### src/rtl/sys_write_buffer.sv
// ---------------------------------------------------------------------------
// sys_write_buffer
//
// Posted-write buffer between the cache controller's system-side port and
// system memory. Writes are queued in a small FIFO and acknowledged right
// away, so write-through traffic does not wait on memory. Reads bypass the
// FIFO, but they are only issued once the FIFO has fully drained. This keeps
// memory ordering strict. A single memory port serves both the drain engine
// and reads.
//
// Handshakes:
//   System side: S_strobe is a one-cycle request pulse. S_rw, S_addr and
//   S_wdata are sampled with it. Every accepted request produces exactly one
//   one-cycle S_ready pulse. A strobe that arrives while a request is still
//   outstanding is dropped and sets the sticky Proto_err flag.
//   Memory side: M_req is raised with M_we/M_addr/M_wdata and all of them
//   stay constant until the single-cycle M_ack. M_ack is ignored while
//   M_req=0. M_req drops in the cycle after M_ack, so there is always at
//   least one idle cycle between memory transactions.
//
// Ports:
//   clk, rst                 clock, asynchronous active-high reset
//   S_strobe/S_rw/S_addr/S_wdata   request from cache controller
//   S_rdata, S_ready         read data (held until next read) / completion
//   M_req/M_we/M_addr/M_wdata      memory request
//   M_rdata, M_ack           memory response
//   Full, Empty, Count       FIFO occupancy
//   Proto_err                sticky protocol violation flag
//   dbg_state                {drain_state, request_state} for observation
// ---------------------------------------------------------------------------
module sys_write_buffer #(
  parameter int ADDR_W = 32,
  parameter int DATA_W = 32,
  parameter int DEPTH  = 4
) (
  input  logic                     clk,
  input  logic                     rst,
  input  logic                     S_strobe,
  input  logic                     S_rw,
  input  logic [ADDR_W-1:0]        S_addr,
  input  logic [DATA_W-1:0]        S_wdata,
  output logic [DATA_W-1:0]        S_rdata,
  output logic                     S_ready,
  output logic                     M_req,
  output logic                     M_we,
  output logic [ADDR_W-1:0]        M_addr,
  output logic [DATA_W-1:0]        M_wdata,
  input  logic [DATA_W-1:0]        M_rdata,
  input  logic                     M_ack,
  output logic                     Full,
  output logic                     Empty,
  output logic [$clog2(DEPTH):0]   Count,
  output logic                     Proto_err,
  output logic [2:0]               dbg_state
);

  localparam int PW = $clog2(DEPTH);
  localparam int CW = PW + 1;

  typedef enum logic [1:0] {
    R_IDLE   = 2'd0,
    R_WPEND  = 2'd1,
    R_RDRAIN = 2'd2,
    R_RMEM   = 2'd3
  } req_state_t;

  typedef enum logic {
    D_IDLE = 1'b0,
    D_BUSY = 1'b1
  } drain_state_t;

  req_state_t   r_state;
  drain_state_t d_state;

  // FIFO storage and pointers. Pointers are PW bits wide, so they wrap modulo
  // DEPTH without any extra logic because DEPTH is a power of two.
  logic [ADDR_W-1:0] fifo_addr [DEPTH];
  logic [DATA_W-1:0] fifo_data [DEPTH];
  logic [PW-1:0]     wr_ptr;
  logic [PW-1:0]     rd_ptr;

  // A request that is waiting in WPEND or RDRAIN is held here.
  logic [ADDR_W-1:0] lat_addr;
  logic [DATA_W-1:0] lat_data;

  logic              pop;
  logic              slot_free;
  logic              want_push;
  logic              push;
  logic [ADDR_W-1:0] push_addr;
  logic [DATA_W-1:0] push_data;
  logic [CW-1:0]     push_ext;
  logic [CW-1:0]     pop_ext;

  assign Full      = (Count == CW'(DEPTH));
  assign Empty     = (Count == '0);
  assign dbg_state = {d_state, r_state};

  // A pop frees a slot at the same edge, so a write that arrives while the
  // FIFO is full can still be enqueued on the edge where the head retires.
  always_comb begin
    pop       = 1'b0;
    slot_free = 1'b0;
    want_push = 1'b0;
    push      = 1'b0;
    push_addr = S_addr;
    push_data = S_wdata;

    pop       = (d_state == D_BUSY) && M_ack;
    slot_free = !Full || pop;
    want_push = ((r_state == R_IDLE) && S_strobe && !S_rw) ||
                (r_state == R_WPEND);
    push      = want_push && slot_free;

    if (r_state == R_WPEND) begin
      push_addr = lat_addr;
      push_data = lat_data;
    end
  end

  assign push_ext = {{(CW-1){1'b0}}, push};
  assign pop_ext  = {{(CW-1){1'b0}}, pop};

  // The storage array has no reset. Only entries that lie between the
  // pointers are ever read.
  always_ff @(posedge clk) begin
    if (push) begin
      fifo_addr[wr_ptr] <= push_addr;
      fifo_data[wr_ptr] <= push_data;
    end
  end

  // Both FSMs share one block because they share the memory port registers.
  // Their memory-port actions are mutually exclusive:
  //   - a read is issued only when the FIFO is empty and drain is idle;
  //   - drain starts only when the FIFO is non-empty and no read is in memory.
  always_ff @(posedge clk or posedge rst) begin
    if (rst) begin
      r_state   <= R_IDLE;
      d_state   <= D_IDLE;
      wr_ptr    <= '0;
      rd_ptr    <= '0;
      Count     <= '0;
      lat_addr  <= '0;
      lat_data  <= '0;
      S_rdata   <= '0;
      S_ready   <= 1'b0;
      M_req     <= 1'b0;
      M_we      <= 1'b0;
      M_addr    <= '0;
      M_wdata   <= '0;
      Proto_err <= 1'b0;
    end else begin
      S_ready <= 1'b0;

      // Only one request may be outstanding at a time.
      if (S_strobe && (r_state != R_IDLE)) begin
        Proto_err <= 1'b1;
      end

      if (push) begin
        wr_ptr <= wr_ptr + PW'(1);
      end
      if (pop) begin
        rd_ptr <= rd_ptr + PW'(1);
      end
      Count <= Count + push_ext - pop_ext;

      // ---------------- request FSM ----------------
      case (r_state)
        R_IDLE: begin
          if (S_strobe) begin
            if (S_rw) begin
              lat_addr <= S_addr;
              r_state  <= R_RDRAIN;
            end else if (push) begin
              S_ready <= 1'b1;
            end else begin
              lat_addr <= S_addr;
              lat_data <= S_wdata;
              r_state  <= R_WPEND;
            end
          end
        end

        R_WPEND: begin
          if (push) begin
            S_ready <= 1'b1;
            r_state <= R_IDLE;
          end
        end

        R_RDRAIN: begin
          if (Empty && (d_state == D_IDLE)) begin
            M_req   <= 1'b1;
            M_we    <= 1'b0;
            M_addr  <= lat_addr;
            r_state <= R_RMEM;
          end
        end

        R_RMEM: begin
          if (M_ack) begin
            S_rdata <= M_rdata;
            S_ready <= 1'b1;
            M_req   <= 1'b0;
            r_state <= R_IDLE;
          end
        end

        default: r_state <= R_IDLE;
      endcase

      // ---------------- drain engine ----------------
      // Count is the registered value, so an entry written at edge E is first
      // seen here at edge E+1. That gives the one-cycle hand-off to M_req.
      case (d_state)
        D_IDLE: begin
          if (!Empty && (r_state != R_RMEM)) begin
            M_req   <= 1'b1;
            M_we    <= 1'b1;
            M_addr  <= fifo_addr[rd_ptr];
            M_wdata <= fifo_data[rd_ptr];
            d_state <= D_BUSY;
          end
        end

        D_BUSY: begin
          if (M_ack) begin
            M_req   <= 1'b0;
            d_state <= D_IDLE;
          end
        end

        default: d_state <= D_IDLE;
      endcase
    end
  end

endmodule

### config.mk
export PLATFORM = sky130hd
export DESIGN_NAME = sys_write_buffer
export DESIGN_NICKNAME = d
export VERILOG_FILES = /design/src/rtl/sys_write_buffer.sv
export SDC_FILE = /design/constraint.sdc
export NUM_CORES = 1
export LEC_CHECK = 0
export ABC_AREA = 1
export CAP_MARGIN = 5
export CORE_ASPECT_RATIO = 0.8
export CORE_MARGIN = 1
export CORE_UTILIZATION = 50
export DETAILED_ROUTE_END_ITERATION = 10
export HOLD_SLACK_MARGIN = 0.15
export PLACE_DENSITY = 0.73
export SLEW_MARGIN = 20
export SYNTH_ARGS = -nofsm -noshare
export SYNTH_HDL_FRONTEND = slang
export SYNTH_SLANG_ARGS = --single-unit
### constraint.sdc
create_clock -name clk -period 12.2 [get_ports clk]
set_clock_uncertainty 0.1 [all_clocks]
set_input_delay 3.05 -clock clk [delete_from_list [all_inputs] [get_ports clk]]
set_output_delay 3.05 -clock clk [all_outputs]
set_load 0.01 [all_outputs]
==> Word level (Yosys, flattened, before mapping) <==
Memory sizes are Yosys's and may differ from the RTL's. A register that Yosys moved wholly into a read port is not among the register bits.
Index checks and enable logic that the tools add are counted.
{ "word_totals": {"reg_bits": 142, "ram_bits": 256, "in_bits": 101, "mem_count": 2} }
{ "memory_table": {"columns": ["memory", "depth", "word_bits", "rd", "rd_ports_with_merged_regs", "write_ports", "line", "rtl"], "rows": [
  ["fifo_addr", 4, 32, 1, 0, 1, "77", "logic [ADDR_W-1:0] fifo_addr [DEPTH];"],
  ["fifo_data", 4, 32, 1, 1, 1, "78", "logic [DATA_W-1:0] fifo_data [DEPTH];"]
]} }
{ "classes": {"n_addsub": 4, "n_eq_ne": 11, "mux": 34, "bitwise": 3, "n_reduce_logical": 20} }
{ "op_table": {"columns": ["cell", "count"], "rows": [
  ["$mux 32", 8],
  ["$mux 1", 15],
  ["$mux 2", 6],
  ["$ne 2x2->1 const B", 6],
  ["$pmux 2 s4", 1],
  ["$logic_and 1x1->1", 7],
  ["$pmux 1 s2", 3],
  ["$reduce_and 5->1", 1],
  ["$add 2x1->2 const B", 2],
  ["$eq 2x2->1 const B", 2],
  ["$reduce_and 2->1", 2],
  ["$reduce_and 4->1", 1],
  ["$add 3x1->3", 1],
  ["$eq 3x3->1 const B", 1],
  ["$logic_not 1->1", 3],
  ["$logic_not 3->1", 1],
  ["$ne 3x3->1 const B", 1],
  ["$not 1->1", 3],
  ["$pmux 1 s3", 1],
  ["$reduce_and 3->1", 1],
  ["$sub 3x1->3", 1],
  ["$eq 2x1->1 const B", 1],
  ["$logic_not 2->1", 1],
  ["$logic_or 1x1->1", 2],
  ["$reduce_bool 2->1", 1]
]} }

==> Logic depth before layout (Yosys ltp) <==
Gate-level depths: netlist of run 1.
{ "logic_depth": {"ltp_word": 9, "mapped_depth": 10, "mapped_depth_nobuf": 10} }

==> Worst setup path before layout of run 1 <==
Ideal clock, no wire load.
{ "synth_timing": {"path_kind": "input to register", "start": "input S_rw", "end": "memory fifo_addr[0][0] (enable)", "setup_time_ps": 487, "arrival_time_ps": 6210, "t_required_ps": 11613, "setup_slack_ps": 5403, "cell_stages": 5, "path_cell_list": "inv_1 -> nand3_1 -> nand2_1 -> nand2_1 -> nor2_1"} }
{ "synth_between": {"elab_chain_len": 6} }
{ "synth_rtl": {"columns": ["element", "line", "rtl"], "rows": [
  ["start, declared", "39", "input logic S_rw,"],
  ["$logic_not 1->1", "111", "want_push = ((r_state == R_IDLE) && S_strobe && !S_rw) ||"],
  ["$logic_and 1x1->1", "111", null],
  ["$logic_or 1x1->1", "111", null],
  ["$logic_and 1x1->1", "113", "push = want_push && slot_free;"],
  ["$mux 1", "127", "if (push) begin"],
  ["$mux 1 (not written as such)", "128", "fifo_addr[wr_ptr] <= push_addr;"],
  ["end, declared", "77", null]
]} }
Every way passes these cells.

==> Worst setup path in the final report of run 1 <==
{ "layout_timing": {"start": "input M_ack", "end": "memory fifo_addr[0][7] (enable)"} }
{ "layout_between": {"elab_chain_len": 5} }
{ "layout_rtl": {"columns": ["element", "line", "rtl"], "rows": [
  ["start, declared", "49", "input logic M_ack,"],
  ["$logic_and 1x1->1", "109", "pop = (d_state == D_BUSY) && M_ack;"],
  ["$logic_or 1x1->1", "110", "slot_free = !Full || pop;"],
  ["$logic_and 1x1->1", "113", null],
  ["$mux 1", "127", null],
  ["$mux 1 (not written as such)", "128", null]
]} }
Every way passes these cells.

==> metrics.md, run 1 <==
| Metric | Value |
|---|---|
| H-Tree Depth | `2` |
| Die Y-Extent | `168 µm` |
| Critical Path Max Stage Delay | `680 ps` |
| Async SR Flop Fraction | `40.5%` |
| Fraction of layout cells with a size suffix above 1 | `7.69%` |
| Lkg Pwr | `8.46 nW` |
| Required @ worst endpoint | `12,270 ps` |
| Hold depth | `2` |
| Most frequent cells after synthesis | `edfxtp_1, nand2_1, o21ai_0` |
| Layout Nets | `1,817` |
| Avg WL per Cell | `17.5 µm` |
| Most frequent cell after synthesis | `edfxtp_1` |
| Netlist Area Pre-Place | `17,300 µm²` |
| Starting Density | `51.2%` |
| Syn_nets | `1,642` |
| WS Path Type | `in2reg` |
| Post-synthesis cell count | `1,534` |
| Netlist cell types | `28` |
| # resized after CTS | `0` |
| Fillers | `2,611` |
| Pre-antenna DRT Iters | `5` |
| CP endpoint kind | `flip-flop` |
| # port buffers | `208` |
| FMAX | `180 MHz` |
| Cell Rows | `60` |
| Cts hold-fix bufs | `0` |
| Critical-path cell list | `clkdlybuf4s50_1 > nand2_1 > nand3_1 > nand2_1 > nor2_4 > buf_4` |
| Area grow syn2layout | `21.7%` |
| Final Wtd Congestion | `0.794` |
| Startpoint types | `primary input` |
| Routed Antenna Nets | `0` |
| Final Power | `5.82 mW` |
| Clk sinks | `430` |
| Setup violators final | `0` |
| DRC viols | `0` |
| Longest Clk Path Bufs | `3` |
| Vias post-DR | `11.7k` |
| Buffers & Inverters on Critical Path | `2` |
| TritonCTS clock tree | `done` |
| Worst path slowest cell | `nor2_4` |
| Period minus WS final | `5560 ps` |
| Post-Place Cells | `2,130` |
| Mapped Avg Cell Area | `11.3 µm²` |
| Largest net degree at the start of global routing | `106` |
| Sequential fraction of the synthesis area | `69.5%` |
| Largest delay contributor family on the critical path | `simple AND/OR/NAND/NOR gates` |
| Core area | `33,900 µm²` |
| Non-filler instance count after layout | `2,208` |
| PD cells | `276 nW/µm²` |
| CP Max Fanout | `43` |
| Clk slew on worst S/H paths | `60 ps` |
| Ports | `209` |
| Final WL | `38,700 µm` |
| Worst r2r dst | `fifo_addr[0][7]` |
| Leading area contributor after synthesis | `edfxtp_1` |
| Hold WS | `379 ps` |
| Worst hold path type | `reg2reg` |
| Root Buffer | `clkbuf_16` |
| Clk_lat worst skew | `540 ps` |
| Cell mode on critical path | `nand2_1` |
| Die ar. | `35,400 µm²` |
| Total grt overflow | `0` |
| RSZ-0062 raised after global routing | `no` |
| Final instance area | `21,100 µm²` |
| Total GRT Usage | `21.9%` |
| HPWL Detailed | `22,800 µm` |
| Hold wc startpoint | `M_wdata[23]` |
| Final Max Tran Viols | `0` |
| Data arrival, critical path | `5630 ps` |
| Slew margin rel. | `36.2%` |
| Via density | `5.30` |
| Vias in the first global route | `11.5k` |
| Setup bufs post-CTS | `0` |
| Max VDD drop | `0.000175 V` |
| Final period utilization | `45.6%` |
| DRT iter0 DRCs | `845` |
| Worst Max-Slew Pin Slew | `958 ps` |
| Status | `completed` |
| Worst hold path endpoint | `M_wdata[23]` |
| Top_reg_cell synth | `edfxtp_1` |
| Synthesis Warnings | `0` |
| Reg2Reg Setup Slack | `8570 ps` |
| Die width | `210 µm` |
| CTS Buf Count | `42` |
| Total of max-cap violations | `0` |
| Worst r2r src | `r_state[0]` |
| First-pass GRT wire length | `60,800 µm` |
| Area contributors post-synth | `edfxtp_1, dfrtp_1, o21ai_0` |
| Placement Cell Area | `19,700 µm²` |
| Area share of the leading cell type in the synthesized netlist | `44.4%` |
| Initial antenna violation count | `2` |
| Synth Register Bits | `430` |
| Final TNS setup | `0 ps` |
| Worst reg2reg path depth | `8` |
| Post-synth EDFFs | `256` |
| Final hold vios | `0` |
## cell type report
cell class              instances  area [µm²]  area share, %
clock buffers                  52        1150           5.46
well taps                     465         582           2.76
diodes                          1        2.50         0.0119
flip-flops and latches        430       12000           57.2
multi-input cells             865        4310           20.5
inverters                     148         567           2.69
clock inverters                25         228           1.08
repair buffers                222        2190           10.4
## report_power, final
part / internal (mW) / total, mW / switching, mW
Combinational: 0.769 / 2.07 / 1.30
Sequential: 2.23 / 2.47 / 0.234
Clock: 0.739 / 1.28 / 0.545
Total: 3.74 / 5.82 / 2.08
## worst max path at each step
stage | slack [ps] | cells after the start | endpoint | from
2_1_floorplan | 4330 | 1 | Count[0] | rst
3_3_place_gp | 6130 | 6 | fifo_data[0][3] | M_ack
3_5_place_dp | 6040 | 6 | fifo_data[0][3] | M_ack
4_1_cts | 6610 | 6 | fifo_data[0][3] | M_ack
5_1_grt | 6470 | 6 | fifo_data[0][28] | M_ack
6_report | 6640 | 6 | fifo_addr[0][7] | M_ack
## per-layer routing
metal / GRT usage (%) / vias to the layer above / part of all wire (%)
met3: 5.21 / 53 / 7.1
met5: 0 / - / 0.034
met1: 29.8 / 5715 / 44
li1: - / 5581 / -
met2: 35.0 / 353 / 46
met4: 7.08 / 2 / 2.4
## state kept, by name (all words and copies together) (netlist names)
register / count
M_req: 1
fifo_addr: 128
wr_ptr: 2
S_rdata: 32
r_state: 2
M_wdata: 32
S_ready: 1
lat_data: 32
rd_ptr: 2
d_state: 1
lat_addr: 32
Count: 3
fifo_data: 128
M_we: 1
Proto_err: 1
M_addr: 32
## stage by stage
stage | setup slack, ps | utilization, %
global route | 6470 | 62.2
floorplan | 4330 | -
global placement | 6130 | 58.2
finish | 6640 | 62.2
CTS | 6610 | 62.2
detailed placement | 6040 | 58.2
## cell usage in the layout (no fill, tap or decap), types with 32 or more instances in the layout
| cell type | synthesis | final |
|---|---|---|
| edfxtp_1 | 256 | 256 |
| nand2_1 | 241 | 241 |
| o21ai_0 | 230 | 230 |
| clkdlybuf4s50_1 | 0 | 208 |
| dfrtp_1 | 174 | 172 |
| nor2_1 | 175 | 171 |
| inv_1 | 145 | 142 |
| a21oi_1 | 66 | 66 |
| clkbuf_16 | 0 | 43 |
| o22ai_1 | 34 | 34 |
| o21ai_1 | 33 | 33 |
| mux2_2 | 32 | 32 |
## logic make-up (layout without fill, tap and decap cells)
| logic type | Yosys count | in the layout | share of synthesized area, % |
|---|---|---|---|
| adder cells (fa/ha/maj) | 7 | 7 | 0.549 |
| multiplexers | 32 | 32 | 2.08 |
| flip-flops | 430 | 430 | 69.5 |
| buffers and inverters | 239 | 447 | 5.82 |
| other | 0 | 1 | 0 |
| AO/OA/AOI/OAI | 394 | 394 | 12.3 |
| XOR/XNOR | 3 | 3 | 0.152 |
| AND/OR/NAND/NOR | 429 | 429 | 9.59 |
## worst min-delay path, stage by stage (launching register included)
cell     delay [ps]
dfrtp_1         340
nand2_1          50
nand2_1          50
Note: power is estimated with default switching activity, not from simulation.
==> inputs of run 2 (changes only) <==
Settings changed: PLACE_DENSITY 0.73 to 0.76.
Clock period 12.2 ns to 4.7 ns, I/O delays scaled along.
==> metrics.md, run 2 (synthesized netlist as in run 1, its figures left out) <==
| Metric | Value |
|---|---|
| Met2 Track Usage GR | `35.7% (+0.71 points)` |
| CTS Buf Count | `42 (unchanged)` |
| Setup violators final | `0 (unchanged)` |
| Total of max-cap violations | `0 (unchanged)` |
| Setup bufs post-CTS | `0 (unchanged)` |
| Biggest regs | `fifo_addr (128), fifo_data (128)` |
| TritonCTS clock tree | `done` |
| Max VDD drop | `0.000514 V (+190%)` |
| Worst Max-Slew Pin Slew | `995 ps (+37.6 ps)` |
| Final TNS setup | `0 ps (unchanged)` |
| DRC viols | `0 (unchanged)` |
| Buffers & Inverters on Critical Path | `2 (unchanged)` |
| Final Wtd Congestion | `0.799 (+0.69%)` |
| Core area | `33,900 µm² (unchanged)` |
| Worst hold path type | `reg2reg` |
| Worst path slowest cell | `clkdlybuf4s50_1` |
| # resized after CTS | `0 (unchanged)` |
| Starting Density | `51.2% (unchanged)` |
| Die ar. | `35,400 µm² (unchanged)` |
| Longest Clk Path Bufs | `3 (unchanged)` |
| Total grt overflow | `0 (unchanged)` |
| Cts hold-fix bufs | `0 (unchanged)` |
| Ports | `209 (unchanged)` |
| Critical-path cell list | `clkdlybuf4s50_1 > nand2_1 > nand3_1 > nand2_1 > ha_1 > inv_1 > ha_1 > fa_1 > xnor2_1` |
| Avg WL per Cell | `17.6 µm (+0.31%)` |
| Vias post-DR | `11.9k (+1.3%)` |
| Required @ worst endpoint | `5000 ps (-7270 ps)` |
| WS Path Type | `in2reg` |
| Via density | `5.36 (+1.0%)` |
| Global route hottest layer | `met2` |
| # port buffers | `208 (unchanged)` |
| Period minus WS final | `3300 ps` |
| Most common cell after layout, fill and taps aside | `edfxtp_1` |
| Startpoint types | `primary input` |
| Final Max Tran Viols | `0 (unchanged)` |
| Die width | `210 µm (unchanged)` |
| Status | `completed` |
| Layout Nets | `1,823 (+0.33%)` |
| Routed Antenna Nets | `0 (unchanged)` |
| Clk sinks | `430 (unchanged)` |
| Total GRT Usage | `22.3% (+0.44 points)` |
| Cell Rows | `60 (unchanged)` |
| Largest net degree at the start of global routing | `103 (-2.8%)` |
| Clk slew on worst S/H paths | `60 ps (about the same)` |
| Vias in the first global route | `11.9k (+3.8%)` |
| DRT iter0 DRCs | `981 (+16%)` |
| Met1 Usage GRT | `31.2% (+1.5 points)` |
| CP Max Fanout | `10 (-77%)` |
| Slew margin rel. | `33.7% (-2.5 points)` |
| CP endpoint kind | `flip-flop` |
| Final instance area | `21,100 µm² (+0.34%)` |
| Final period utilization | `70.1%` |
| Final Core Density | `62.5% (+0.21 points)` |
| Initial antenna violation count | `3 (+1)` |
| Fraction of layout cells with a size suffix above 1 | `7.73% (+0.035 points)` |
| First-pass GRT wire length | `62,400 µm (+2.7%)` |
| Area grow syn2layout | `22.1%` |
| Root Buffer | `clkbuf_16` |
| Clk_lat worst skew | `530 ps (about the same)` |
| Die Y-Extent | `168 µm (unchanged)` |
| RSZ-0062 raised after global routing | `no` |
| Largest delay contributor family on the critical path | `adder cells` |
| Final WL | `38,900 µm (+0.54%)` |
| PD cells | `717 nW/µm² (+160%)` |
| Met3 Use GR | `4.86% (-0.35 points)` |
| Critical Path Max Stage Delay | `540 ps (-140 ps)` |
| FMAX | `303 MHz` |
| Lkg Pwr | `8.49 nW (+0.33%)` |
| Data arrival, critical path | `3600 ps (-2030 ps)` |
| Final hold vios | `0 (unchanged)` |
| Placement Cell Area | `19,800 µm² (+0.41%)` |
| Fillers | `2,550 (-2.3%)` |
| Pre-antenna DRT Iters | `5 (unchanged)` |
| Most frequent cells in the layout | `edfxtp_1, nand2_1, o21ai_0` |
| H-Tree Depth | `2 (unchanged)` |
| HPWL Detailed | `23,200 µm (+1.9%)` |
==> run 2: path summary, 6_finish.rpt <==
path                        startpoint     endpoint  slack (ps)  cells after the start
min reg2reg                M_wdata[18]  M_wdata[18]         380                      2
min                        M_wdata[18]  M_wdata[18]         380                      2
max                              M_ack     Count[2]        1400                      9
min in group asynchronous          rst  S_rdata[29]        1020                      3
max reg2reg                 r_state[0]     Count[1]        1660                     10
max in group asynchronous          rst    rd_ptr[0]        2940                      3
==> run 2: metal layers <==
layer / vias up / routed length [µm]
li1: 5598 / -
met1: 5775 / 16900
met2: 417 / 18300
met3: 58 / 3000
met4: 4 / 707
met5: - / 31
==> run 2: power by group <==
group	leakage (nW)	internal (mW)	total [mW]	switching [mW]
sequential	4.35	5.79	6.42	0.634
clock	0.680	1.99	3.36	1.38
combinational	3.46	2.02	5.37	3.35
==> run 2: layout make-up <==
cell class	count	area, µm²	share of cell area, %
clock inverter	22	236	1.12
antenna	1	2.50	0.0118
tap	465	582	2.75
multi-input combinational	865	4310	20.4
sequential	430	12000	57.0
inverter	148	564	2.67
timing repair buffer	228	2270	10.7
clock buffer	54	1140	5.38
==> run 2: worst min-delay path: cells and delay by family (launching register included) <==
| kind | cells | cell delay, ps |
|---|---|---|
| DFF | 1 | 340 |
| and+or+nand+nor | 2 | 110 |
==> run 2: per-stage QoR <==
stage	std cells	hold WS, ps	setup WS [ps]	total power [mW]
6_report	2213	376	1400	15.2
5_1_grt	2212	405	1230	16.1
4_1_cts	2212	381	1420	15.3
3_5_place_dp	2136	367	851	11.9
3_3_place_gp	2136	356	933	11.6
2_1_floorplan	1534	359	-222	9.66
==> inputs of run 3 (changes only) <==
Clock period 4.7 ns to 2.75 ns, I/O delays scaled along.
==> metrics.md, run 3 (synthesized netlist as in run 1, its figures left out) <==
| Metric | Value |
|---|---|
| Routed Antenna Nets | `0 (unchanged)` |
| Fillers | `2,519 (-1.2%)` |
| Data arrival, critical path | `1860 ps (-1740 ps)` |
| Clk slew on worst S/H paths | `60 ps (about the same)` |
| Total GRT Usage | `22.5% (+0.13 points)` |
| Final WL | `39,100 µm (+0.62%)` |
| CTS Buf Count | `44 (+4.8%)` |
| Worst hold path type | `in2async` |
| Total grt overflow | `0 (unchanged)` |
| Die Y-Extent | `168 µm (unchanged)` |
| RSZ-0062 raised after global routing | `no` |
| Via density | `5.32 (-0.72%)` |
| Root Buffer | `clkbuf_16` |
| Setup violators final | `0 (unchanged)` |
| Most frequent cells in the layout | `edfxtp_1, nand2_1, o21ai_0` |
| Core area | `33,900 µm² (unchanged)` |
| Clk_lat worst skew | `540 ps (about the same)` |
| Placement Cell Area | `20,100 µm² (+1.6%)` |
| Starting Density | `51.2% (unchanged)` |
| Vias in the first global route | `12.1k (+1.6%)` |
| Hold WS | `311 ps (-65.2 ps)` |
| First-pass GRT wire length | `62,800 µm (+0.61%)` |
| DRT iter0 DRCs | `929 (-5.3%)` |
| Lkg Pwr | `8.68 nW (+2.2%)` |
| Die ar. | `35,400 µm² (unchanged)` |
| Non-filler instance count after layout | `2,234 (+0.95%)` |
| Final Core Density | `63.6% (+1.2 points)` |
| Startpoint types | `flip-flop` |
| HPWL Detailed | `23,900 µm (+3.1%)` |
| Cell Rows | `60 (unchanged)` |
| TritonCTS clock tree | `done` |
| Post-Place Cells | `2,152 (+0.75%)` |
| # port buffers | `208 (unchanged)` |
| Place WS | `-60.5 ps (-911 ps)` |
| Clk sinks | `430 (unchanged)` |
| Largest net degree at the start of global routing | `130 (+26%)` |
| Biggest regs | `fifo_addr (128), fifo_data (128)` |
| Final hold vios | `0 (unchanged)` |
| Status | `completed` |
| H-Tree Depth | `2 (unchanged)` |
| Period minus WS final | `2650 ps` |
| Ports | `209 (unchanged)` |
| Die width | `210 µm (unchanged)` |
| WS Path Type | `reg2out` |
| DRC viols | `0 (unchanged)` |
| PD cells | `1230 nW/µm² (+72%)` |
| Max VDD drop | `0.000742 V (+44%)` |
| Final Wtd Congestion | `0.797 (-0.28%)` |
| Required @ worst endpoint | `1960 ps (-3040 ps)` |
| Initial antenna violation count | `0 (-3)` |
| Final Max Tran Viols | `0 (unchanged)` |
| FMAX | `377 MHz` |
| Fraction of layout cells with a size suffix above 1 | `8.65% (+0.92 points)` |
| Slew margin rel. | `48.2% (+15 points)` |
| Avg WL per Cell | `17.5 µm (-0.32%)` |
| Most common cell after layout, fill and taps aside | `edfxtp_1` |
| CP endpoint kind | `output pin` |
| Longest Clk Path Bufs | `3 (unchanged)` |
| Vias post-DR | `11.9k (+0.22%)` |
| Final WS setup | `98.7 ps (-1310 ps)` |
| N_diodes | `0 (-1)` |
| Area grow syn2layout | `24.4%` |
| CP Max Fanout | `4 (-6)` |
| Final instance area | `21,500 µm² (+1.9%)` |
| Setup bufs post-CTS | `0 (unchanged)` |
| Worst Max-Slew Pin Slew | `768 ps (-227 ps)` |
| Pre-antenna DRT Iters | `5 (unchanged)` |
| Layout Nets | `1,841 (+0.99%)` |
| Total of max-cap violations | `0 (unchanged)` |
| Final period utilization | `96.4%` |
## run 3: power by group
part	total, mW	internal (mW)	switching [mW]
clock network	5.97	3.58	2.40
registers	10.8	9.88	0.947
logic	9.73	3.74	5.99
## run 3: cell type report
type	count	area (µm²)	area share, %
inverters	148	563	2.61
clock buffers	63	1260	5.87
flip-flops and latches	430	12000	55.9
repair buffers	244	2580	12.0
well taps	465	582	2.70
clock inverters	19	200	0.929
multi-input cells	865	4310	20.0
## run 3: per-layer routing
layer  global-route usage [%]  wire [µm]  vias up
met2                     37.3      18800      407
met4                     5.81        687        0
met1                     30.0      16500     5782
li1                         -          -     5635
met5                        0          0        -
met3                     5.29       3130       54
## run 3: critical path, cell delays in order, from the launching register on
cell,delay [ps]
dfrtp_1,420
nor2_1,150
nand2_1,150
inv_1,90
clkdlybuf4s50_1,530
## run 3: metrics by stage
| stage | setup TNS, ps | power (mW) |
|---|---|---|
| CTS | 0 | 26.7 |
| global route | 0 | 28.2 |
| finish | 0 | 26.5 |
| detailed placement | -60.5 | 20.7 |
| global placement | 0 | 20.3 |
| floorplan | -212890 | 16.5 |
## run 3: timing repair
action | in CTS | in global routing
hold buffers | 0 | 0
gates resized for setup | 0 | 1
setup endpoints to repair | 0 | 1
## run 3: path summary, 6_finish.rpt
| kind | slack [ps] | endpoint | depth (start not counted) | startpoint |
|---|---|---|---|---|
| setup / recovery | 100 | Empty | 4 | Count[1] |
| hold / removal | 310 | S_rdata[7] | 2 | rst |
| setup reg to reg | 430 | Count[2] | 9 | r_state[1] |
| hold reg to reg | 380 | M_wdata[3] | 2 | M_wdata[3] |
| max in group asynchronous | 1490 | lat_data[26] | 3 | rst |
| min in group clk | 380 | M_wdata[3] | 2 | M_wdata[3] |
